[src/rtl/uart_tx_fifo.sv]
// 8N1 UART transmitter fed by a small byte FIFO over a valid/ready handshake.
// Define UART_TX_PARITY_EN to insert an even-parity bit between bit 7 and the stop bit.
module uart_tx_fifo #(
   parameter int unsigned CLK_FRQ    = 100_000_000,
   parameter int unsigned BAUD       = 9600,
   parameter int unsigned FIFO_DEPTH = 4
) (
   input  logic       clk,
   input  logic       rst,
   input  logic       axiiv,
   input  logic [7:0] axiid,
   output logic       axiir,
   output logic       axiod,
   output logic       busy
);

   localparam int unsigned CPB = CLK_FRQ / BAUD;
   localparam int unsigned CW  = $clog2(CPB + 1);
   localparam int unsigned PW  = $clog2(FIFO_DEPTH);
   localparam int unsigned OW  = PW + 1;

   localparam logic [CW-1:0] CNT_ONE  = CW'(1);
   localparam logic [CW-1:0] CNT_MAX  = CW'(CPB);
   localparam logic [OW-1:0] OCC_FULL = OW'(FIFO_DEPTH);

   typedef enum logic [2:0] {
      IDLE,
      START,
      DATA,
`ifdef UART_TX_PARITY_EN
      PARITY,
`endif
      STOP
   } state_e;

   // FIFO storage and bookkeeping
   logic [7:0]    mem_q [FIFO_DEPTH];
   logic [PW-1:0] wr_q, wr_d;
   logic [PW-1:0] rd_q, rd_d;
   logic [OW-1:0] occ_q, occ_d;
   logic          full, empty, push, pop;

   // Transmitter state
   state_e        state_q, state_d;
   logic [CW-1:0] count_q, count_d;
   logic [2:0]    bit_q, bit_d;
   logic [7:0]    shift_q, shift_d;
   logic          line_q, line_d;
   logic          tick;

   assign full  = (occ_q == OCC_FULL);
   assign empty = (occ_q == '0);
   assign axiir = !rst && !full;
   assign push  = axiiv && axiir;
   assign tick  = (count_q == CNT_MAX);

   assign axiod = line_q;
   assign busy  = (state_q != IDLE) || !empty;

   always_comb begin
      wr_d  = push ? wr_q + PW'(1) : wr_q;
      rd_d  = pop  ? rd_q + PW'(1) : rd_q;
      occ_d = occ_q;
      if (push && !pop)
         occ_d = occ_q + OW'(1);
      else if (pop && !push)
         occ_d = occ_q - OW'(1);
   end

   always_ff @(posedge clk or posedge rst) begin
      if (rst) begin
         wr_q  <= '0;
         rd_q  <= '0;
         occ_q <= '0;
      end else begin
         wr_q  <= wr_d;
         rd_q  <= rd_d;
         occ_q <= occ_d;
      end
   end

   // Storage needs no reset: the occupancy counter alone defines validity.
   always_ff @(posedge clk) begin
      if (push)
         mem_q[wr_q] <= axiid;
   end

   always_ff @(posedge clk or posedge rst) begin
      if (rst) begin
         state_q <= IDLE;
         count_q <= '0;
         bit_q   <= '0;
         shift_q <= '0;
         line_q  <= 1'b1;
      end else begin
         state_q <= state_d;
         count_q <= count_d;
         bit_q   <= bit_d;
         shift_q <= shift_d;
         line_q  <= line_d;
      end
   end

   always_comb begin
      state_d = state_q;
      case (state_q)
         IDLE:   if (!empty) state_d = START;
         START:  if (tick) state_d = DATA;
         DATA:   if (tick && bit_q == 3'd7) begin
`ifdef UART_TX_PARITY_EN
                    state_d = PARITY;
`else
                    state_d = STOP;
`endif
                 end
`ifdef UART_TX_PARITY_EN
         PARITY: if (tick) state_d = STOP;
`endif
         STOP:   if (tick) state_d = empty ? IDLE : START;
         default: state_d = IDLE;
      endcase
   end

   // Each line bit is launched on the tick that ends the previous one, so the
   // serial output stays registered and every bit lasts exactly CPB cycles.
   always_comb begin
      pop     = 1'b0;
      count_d = count_q;
      bit_d   = bit_q;
      shift_d = shift_q;
      line_d  = line_q;
      if (state_q == IDLE) begin
         if (!empty) begin
            pop     = 1'b1;
            shift_d = mem_q[rd_q];
            line_d  = 1'b0;
            count_d = CNT_ONE;
         end
      end else begin
         count_d = tick ? CNT_ONE : count_q + CNT_ONE;
         if (tick) begin
            case (state_q)
               START: begin
                  line_d = shift_q[0];
                  bit_d  = '0;
               end
               DATA: begin
                  if (bit_q == 3'd7) begin
`ifdef UART_TX_PARITY_EN
                     line_d = ^shift_q;
`else
                     line_d = 1'b1;
`endif
                  end else begin
                     bit_d  = bit_q + 3'd1;
                     line_d = shift_q[bit_q + 3'd1];
                  end
               end
`ifdef UART_TX_PARITY_EN
               PARITY: line_d = 1'b1;
`endif
               STOP: begin
                  if (!empty) begin
                     pop     = 1'b1;
                     shift_d = mem_q[rd_q];
                     line_d  = 1'b0;
                  end else begin
                     line_d = 1'b1;
                  end
               end
               default: line_d = 1'b1;
            endcase
         end
      end
   end

endmodule
[config.mk]
export PLATFORM = sky130hd
export DESIGN_NAME = uart_tx_fifo
export DESIGN_NICKNAME = d
export VERILOG_FILES = /design/src/rtl/uart_tx_fifo.sv
export SDC_FILE = /design/constraint.sdc
export NUM_CORES = 1
export LEC_CHECK = 0
export ABC_CLOCK_PERIOD_IN_PS = 2350
export CAP_MARGIN = 0
export CORE_MARGIN = 5
export CORE_UTILIZATION = 54
export DETAILED_ROUTE_END_ITERATION = 16
export GPL_TIMING_DRIVEN = 0
export PLACE_DENSITY_LB_ADDON = 0.1
export SLEW_MARGIN = 20
export SYNTH_ARGS = -nofsm -noshare
export SYNTH_HDL_FRONTEND = slang
export SYNTH_SLANG_ARGS = --single-unit
[constraint.sdc]
create_clock -name clk -period 2.35 [get_ports clk]
set_input_delay 0.705 -clock clk [delete_from_list [all_inputs] [get_ports clk]]
set_output_delay 0.705 -clock clk [all_outputs]
set_load 0.005 [all_outputs]
# ---- Word-level counts from Yosys, hierarchy flattened
# Memory sizes are Yosys's and may differ from the RTL's.
# Index checks and enable logic that the tools add are counted.
dict set report classes {
  muxes 31
  add_sub_neg 6
  magnitude_cmp 1
  n_eq_ne 11
  reduce_logical 22
  bitwise 1
}
# cell count
set op_table {}
lappend op_table {{two-way mux 14 bit} 3}
lappend op_table {{two-way mux 8 bit} 4}
lappend op_table {{two-way mux 3 bit} 7}
lappend op_table {{adder 14 x 1 -> 14 bit (second input constant)} 1}
lappend op_table {{equality test 14 bit (second input constant)} 1}
lappend op_table {{two-way mux 1 bit} 13}
lappend op_table {{case mux 3 bit (4 select lines)} 1}
lappend op_table {{inequality test 2 bit (second input constant)} 5}
lappend op_table {{AND reduction 4 bit} 2}
lappend op_table {{nonzero test 2 bit} 4}
lappend op_table {{adder 3 x 1 -> 3 bit (second input constant)} 2}
lappend op_table {{equality test 3 x 2 -> 1 bit (second input constant)} 2}
lappend op_table {{equality test 3 bit (second input constant)} 2}
lappend op_table {{zero test 3 bit} 2}
lappend op_table {{case mux 3 bit (2 select lines)} 1}
lappend op_table {{logical AND 1 bit} 5}
lappend op_table {{zero test 1 bit} 5}
lappend op_table {{adder 2 x 1 -> 2 bit (second input constant)} 2}
lappend op_table {{< comparator 3 x 4 -> 1 bit (second input constant)} 1}
lappend op_table {{AND reduction 2 bit} 2}
lappend op_table {{binary-select mux 1 bit (select 3 bit)} 1}
lappend op_table {{equality test 3 x 1 -> 1 bit (second input constant)} 1}
lappend op_table {{case mux 1 bit (3 select lines)} 1}
lappend op_table {{nonzero test 3 bit} 1}
lappend op_table {{other kinds (3)} 3}
dict set report totals {
  out_inout_bits 3
  ramBits 32
  memories 1
  register_bits 36
}
# memory words word_bits rd rd_clocked_by_memory_dff write_ports line
set memory_table {}
lappend memory_table {mem_q 4 8 1 0 1 37} ;# logic [7:0] mem_q [FIFO_DEPTH];

# ---- Logic depth before layout (Yosys ltp)
# Gate-level depths: netlist of the first run.
dict set report depth {
  word_depth 8
  mapped_depth 12
  depth_no_buf 11
}

# ---- Worst setup path after synthesis of the first run
# No wires, ideal clock.
dict set report synth_timing {
  path_kind {flip-flop to flip-flop}
  start {register count_q[3]}
  end {register occ_q[1]}
  setup_slack_ns -0.097
  required_time_ns 2.225
  n_path_buf 1
  stages_incl_launch_ff 9
  arrival_time_ns 2.323
  setup_time_ns 0.125
  cell_sequence {dfrtp_1 -> or3_4 -> nor4_4 -> buf_6 -> o21ai_0 -> ha_1 -> inv_1 -> fa_1 -> mux2_2}
}
dict set report synth_via {
  elab_chain_len 6
}
# item line
set synth_rtl {}
lappend synth_rtl {{start: declaration} 45} ;# logic [CW-1:0] count_q, count_d;
lappend synth_rtl {{start signal: assignment} 97} ;# count_q <= count_d;
lappend synth_rtl {{equality test 14 bit} 55} ;# assign tick = (count_q == CNT_MAX);
lappend synth_rtl {{two-way mux 1 bit} 141} ;# if (tick) begin
lappend synth_rtl {{two-way mux 1 bit} 132} ;# if (state_q == IDLE) begin
lappend synth_rtl {{zero test 1 bit} 64} ;# if (push && !pop)
lappend synth_rtl {{logical AND 1 bit} 64}
lappend synth_rtl {{two-way mux 3 bit} 64}
lappend synth_rtl {{named net occ_d[1]} 40} ;# logic [OW-1:0] occ_q, occ_d;
lappend synth_rtl {{end signal: assignment} 74} ;# occ_q <= '0;
lappend synth_rtl {{end signal: assignment} 78} ;# occ_q <= occ_d;
lappend synth_rtl {{end: declaration} 40}
# The timed path passes the listed nets, and every way through them passes these cells.
# A chain may end at the register's enable or synchronous reset.

# ---- Worst setup path in the final report of the first run
dict set report layout_timing {
  start {register count_q[1]}
  end {register occ_q[1]}
}
# The elaborated chain is that of the path after synthesis.

==> results of run 1 <==
## state kept, by name (all words and copies together) (netlist names)
| register | flops |
|---|---|
| wr_q | 2 |
| mem_q | 32 |
| count_q | 14 |
| rd_q | 2 |
| shift_q | 8 |
| state_q | 2 |
| axiod | 1 |
| occ_q | 3 |
| bit_q | 3 |
## cells in the mapped netlist, types with 3 or more instances
master and count:
edfxtp_1 32, nor2_1 12, mux4_2 10, a21oi_1 5, ha_1 13, inv_1 14, and3_1 6, a22o_1 3
nor3b_1 4, xnor2_1 6, nor3_1 6, mux2_2 11, nand2_1 11, nand3_1 7, clkbuf_1 4, dfrtp_1 34
o22a_1 3, nor4_1 4
## worst paths after layout
kind | endpoint | slack (ps)
worst max-delay path | occ_q[1]$_DFFE_PP0P_ | -60
worst min-delay path | count_q[0]$_DFFE_PP0N_ | 480
worst max register to register | occ_q[1]$_DFFE_PP0P_ | -60
worst min register to register | count_q[0]$_DFFE_PP0N_ | 480
max in group asynchronous | axiod$_DFFE_PP1P_ | 1300
min in group asynchronous | wr_q[1]$_DFFE_PP0P_ | 590
## routing by layer
layer / GRT usage [%] / routed length, um / vias to the layer above / part of all wire, %
li1: - / - / 976 / -
met1: 22.55 / 2634 / 1065 / 44
met2: 27.33 / 2931 / 42 / 49
met3: 4.730 / 277 / 12 / 4.6
met4: 6.834 / 115 / 0 / 1.9
met5: 0 / 0 / - / 0
## kinds of logic after synthesis
family                     synth area share [%]
muxes                                     11.57
xor gates and xnor gates                  2.167
buffers and inverters                     3.134
adders and majority gates                 5.650
AOI/OAI and AO/OA                         8.978
DFF                                       56.85
and+or+nand+nor                           11.65
## cells in the final DEF, fill, tap and decap left out, types with 4 or more instances in the layout
cell	count
a21oi_1	4
and3_1	6
buf_4	19
clkbuf_8	9
clkdlybuf4s50_1	11
clkinvlp_4	4
dfrtp_1	31
edfxtp_1	32
ha_1	10
inv_1	8
inv_2	4
mux2_2	10
mux4_2	10
nand2_1	11
nand3_1	7
nor2_1	11
nor3_1	5
nor3b_1	4
nor4_1	4
xnor2_1	6
## area by class of cell
cell class	instances	area share [%]
clock buffer	9	3.183
multi-input combinational	144	35.21
sequential	67	47.33
clock inverter	7	2.379
inverter	14	1.543
tap	75	2.412
timing repair buffer	30	6.785
buffer	7	1.158
## through the flow
stage               setup slack (ps)  instance area [sq um]
floorplan                      3.345                   3239
global placement              -802.5                   3463
detailed placement            -830.3                   3483
CTS                           -116.8                   3821
global route                  -165.2                   3891
finish                        -63.05                   3891
## timing repair
item,in CTS,in global routing
setup endpoints to repair,6,3
resized for setup,17,12
cloned,0,0
buffers inserted,11,6
pin swaps,6,8
## report_power, final
part	total [mW]	switching [mW]	internal (mW)
combinational	1.68	0.808	0.869
clock	1.03	0.437	0.593
sequential	1.65	0.149	1.50
## critical path: cells and delay by family (launching register included)
family                     cells  cell delay, ps
AOI/OAI and AO/OA              1              70
adders and majority gates      3             710
buffers and inverters          3             300
DFF                            1             430
muxes                          1             270
and+or+nand+nor                2             520
==> impl_metrics.csv, run 1 <==
group,metric,value,unit
critical_path,r2r_cells,10,
timing,period_minus_slack,2413,ps
layout,final_cells,353,
timing,hold_viol,0,
hold_path,min-delay-start,"count_q[0]$_DFFE_PP0N_",
clock_tree,clock-sinks,67,
detailed_routing,avgRoutedWirePerCell,16.88,um
floorplan,die_h,87.38,um
critical_path,crit_fanout,5,
synthesis,syn_inst,234,
layout,drive_gt1_share,29.86,%
grt,grt_max_degree,34,
clock_tree,hold_buffers,0,
timing,worst_slack,-63.05,ps
synthesis,synth_cell_types,56,
detailed_routing,drtAntennaViolNets,0,
grt,grt_remaining_overflow,0,
place,port_buffers,13,
grt,antenna_found_initial,0,
grt,grt_pass1_wl,9970,um
layout,syn_to_final_growth,20.36,%
layout,diodes,0,
timing,maxSlewHeadroom,49.29,%
floorplan,placementRows,28,
synthesis,yosys.area.top_type,"edfxtp_1",
timing,fmax,414.4,MHz
clock_tree,cts-htree-levels,3,
status,status,"finished, violations left",
detailed_routing,drc_errors,0,
critical_path,critPathLaunchType,"flip-flop",
layout,seq_area,0.001842,sq mm
clock_tree,clockBufferDepth,2,
detailed_routing,viasPerCell,5.935,
clock_tree,cts_tree,"done",
floorplan,pin_count,14,
detailed_routing,drtIter0Drc,61,
critical_path,worstPathRequired,2580,ps
critical_path,timing.rr.start,"count_q[1]$_DFFE_PP0N_",
detailed_routing,first_pass_iters,5,
power,leakagePower,1.501,nW
hold_path,min_path_cells,1,
timing,fin_crit_sh,102.7,%
synthesis,syn_area_per_cell,13.82,sq um
grt,track_usage,17.26,%
layout,final_nets,298,
timing,slew_violations,0,
floorplan,die_w,87.38,um
synthesis,synth.top_cell.area_share,29.72,%
clock_tree,clk_pin_slew_worst_paths,80,ps
floorplan,die_area,0.007634,sq mm
job,drv_cap,0,
layout,multi_input_area,0.001370,sq mm
status,violations,"negative setup slack",
grt,grt_pass1_vias,2080,
floorplan,initial_core_util,54.93,%
floorplan,coreArea,0.005886,sq mm
critical_path,cp_slowest_cell,"dfrtp_1",
detailed_routing,dr_total_vias,2095,
synthesis,seq_area_frac_synth,56.85,%
power,power.ir.vdd_worst,711.0,uV
timing,hold_slack,483.7,ps
synthesis,synthFlopType,"dfrtp_1",
place,gp_congestion,0.8046,
timing,fin_setup_tns,-63.05,ps
synthesis,async_flop_share,52.24,%
synthesis,yosys_warnings,0,
layout,n_fill_cell,444,
critical_path,path_cells,"inv_2 > ha_4 > nand4bb_1 > nor4_4 > buf_6 > o21ai_4 > ha_4 > inv_2 > fa_1 > mux2_4",
timing,worst_pin_slew,760.7,ps
synthesis,synth_area_leaders,"edfxtp_1 (30%), dfrtp_1 (26%), mux4_2 (7.0%), ha_1 (5.0%), mux2_2 (3.8%)",
synthesis,synth-seq-cells,67,
power,power,4.360,mW
clock_tree,root_buffer,"clkbuf_8",
critical_path,crit_start,"count_q[1]$_DFFE_PP0N_",
synthesis,syn-num-nets,259,
critical_path,max_stage_delay,430,ps
clock_tree,cts_made_buffers,9,
timing,finalClockSkew,9.422,ps
power,p_per_area,1120,mW/mm^2
layout,utilization,66.11,%
critical_path,critical_path_class,"reg2reg",
critical_path,cp.arrival,2640,ps
critical_path,worst_setup_path_end_kind,"flip-flop",
synthesis,synth_edf_count,32,
hold_path,hp-class,"reg2reg",
clock_tree,clk_latency,340,ps
place,dp.cells,323,
synthesis,synth_area,0.003233,sq mm
timing,final-setup-viol-count,1,
timing,rsz0062_at_grt,"true",
place,dpl.hpwl,3997,um
detailed_routing,routed_wirelength,5959,um
No activity file was read; power rests on OpenSTA's default activity.
==> run 2, diff against run 1 <==
Settings changed: TNS_END_PERCENT set to 1.
==> run 2 against run 1 <==
- clock skew hardly changed
- final area down 0.90%
- flip-flop and latch count unchanged
- register-to-register slack lost 20 ps
- the run still ends with negative setup slack left
- critical path depth did not move
- largest cell class unchanged
- first-iteration DRC count grew 46%
- worst setup slack worse by 19 ps
==> impl_metrics.csv, run 2 (synthesis gave the netlist of run 1 again) <==
group,metric,value,unit
status,status,"finished, violations left",
status,violations,"negative setup slack",
place,gp_congestion,0.8046,
timing,hold_viol,0,
layout,top_register,"mem_q",
power,power,4.320,mW
timing,worst_slack,-82.27,ps
floorplan,coreArea,0.005886,sq mm
clock_tree,clk_latency,340,ps
power,switching_power,1.390,mW
clock_tree,cts-htree-levels,3,
power,p_seq_share,38.4,%
critical_path,worst_setup_path_end_kind,"flip-flop",
floorplan,placementRows,28,
detailed_routing,avgRoutedWirePerCell,17.04,um
detailed_routing,routed_wirelength,5946,um
clock_tree,cts_tree,"done",
clock_tree,clockBufferDepth,2,
place,dpl.hpwl,3997,um
hold_path,hp-class,"reg2reg",
timing,finalClockSkew,9.144,ps
floorplan,initial_core_util,54.93,%
critical_path,critical_path_class,"reg2reg",
floorplan,die_area,0.007634,sq mm
timing,period_minus_slack,2432,ps
timing,worst_pin_slew,760.2,ps
detailed_routing,drtAntennaViolNets,0,
floorplan,die_w,87.38,um
timing,fin_setup_tns,-147.3,ps
clock_tree,cts_made_buffers,9,
detailed_routing,first_pass_iters,4,
grt,grt_remaining_overflow,0,
layout,final_common_cell,"edfxtp_1",
clock_tree,clk_pin_slew_worst_paths,80,ps
layout,drive_gt1_share,27.74,%
clock_tree,root_buffer,"clkbuf_8",
timing,final-setup-viol-count,2,
timing,fin_crit_sh,103.5,%
timing,slew_violations,0,
detailed_routing,drc_errors,0,
layout,reg_top3,"mem_q: 32 flops, count_q: 14 flops, shift_q: 8 flops",
power,p_per_area,1120,mW/mm^2
power,leakagePower,1.478,nW
power,power.ir.vdd_worst,711.5,uV
layout,syn_to_final_growth,19.27,%
layout,diodes,0,
critical_path,critPathLaunchType,"flip-flop",
grt,grt_max_degree,34,
timing,hold_slack,483.7,ps
layout,largest_reg_flops,32,
job,drv_cap,0,
place,dp.cells,323,
clock_tree,hold_buffers,0,
power,switching_share,32.19,%
layout,layout_common_cells,"edfxtp_1 (32), dfrtp_1 (31), buf_4 (14)",
grt,grt_pass1_vias,2062,
timing,maxSlewHeadroom,49.32,%
grt,antenna_found_initial,0,
power,power.share.clock,24.0,%
layout,final_cells,349,
layout,final_nets,294,
critical_path,crit_fanout,5,
critical_path,worstPathRequired,2580,ps
grt,grt_pass1_wl,9922,um
critical_path,cp.arrival,2670,ps
grt,track_usage,17.22,%
clock_tree,clock-sinks,67,
power,cellInternalPower,2.930,mW
place,port_buffers,13,
timing,fmax,411.1,MHz
detailed_routing,dr_total_vias,2069,
timing,rsz0062_at_grt,"true",
detailed_routing,drtIter0Drc,89,
detailed_routing,viasPerCell,5.928,
power,comb_power_share,37.6,%
floorplan,pin_count,14,
floorplan,die_h,87.38,um
-- run 2: path summary, 6_finish.rpt --
check / from / cells after the start / slack, ps / to
min in group asynchronous: rst / 2 / 590 / wr_q[1]$_DFFE_PP0P_
max in group asynchronous: rst / 3 / 1310 / axiod$_DFFE_PP1P_
setup reg to reg: count_q[1]$_DFFE_PP0N_ / 10 / -80 / occ_q[1]$_DFFE_PP0P_
hold reg to reg: count_q[0]$_DFFE_PP0N_ / 1 / 480 / count_q[0]$_DFFE_PP0N_
hold / removal: count_q[0]$_DFFE_PP0N_ / 1 / 480 / count_q[0]$_DFFE_PP0N_
setup / recovery: count_q[1]$_DFFE_PP0N_ / 10 / -80 / occ_q[1]$_DFFE_PP0P_
-- run 2: cell type report --
cell class | count | area (sq um)
plain buffers | 7 | 42.54
clock buffers | 9 | 123.9
clock inverters | 7 | 92.59
fillers | 447 | 2029
inverters | 14 | 60.06
multi-input cells | 144 | 1363
flip-flops and latches | 67 | 1842
well taps | 75 | 93.84
repair buffers | 26 | 239.0
-- run 2: per-layer routing --
layer / up-vias / wire length (um) / GRT usage [%]
met5: - / 0 / 0
met4: 0 / 145 / 6.834
met3: 12 / 231 / 4.730
met2: 42 / 2929 / 26.99
met1: 1048 / 2640 / 22.74
li1: 967 / - / -
-- run 2: critical path, cell delays in order, from the launching register on --
cell and delay [ps]:
dfrtp_1 430, inv_2 90, ha_4 130, nand4bb_1 150, nor4_4 370, buf_6 160, o21ai_4 80, ha_4 170
inv_2 50, fa_1 410, mux2_4 270
-- run 2: power by group through the flow --
stage	registers, mW	clock network (mW)	logic (mW)
after CTS	1.66	1.05	1.56
final	1.66	1.03	1.62
after global placement	1.70	0	1.32
after floorplan	1.65	0	1.08
after global routing	1.69	1.11	1.79
after detailed placement	1.71	0	1.37
-- run 2: repair_timing --
action,4_1_cts,5_1_grt
resized for setup,16,8
setup endpoints to repair,6,3
pin swaps,5,5
setup buffers,10,2
-- run 2: per-stage QoR --
stage / area (sq um) / setup WS, ps / util, %
6_report: 3856 / -82.27 / 65.52
5_1_grt: 3856 / -190.0 / 65.52
2_1_floorplan: 3239 / 3.345 / -
4_1_cts: 3814 / -128.6 / 64.80
3_5_place_dp: 3483 / -830.3 / 59.18
3_3_place_gp: 3463 / -802.5 / 58.84
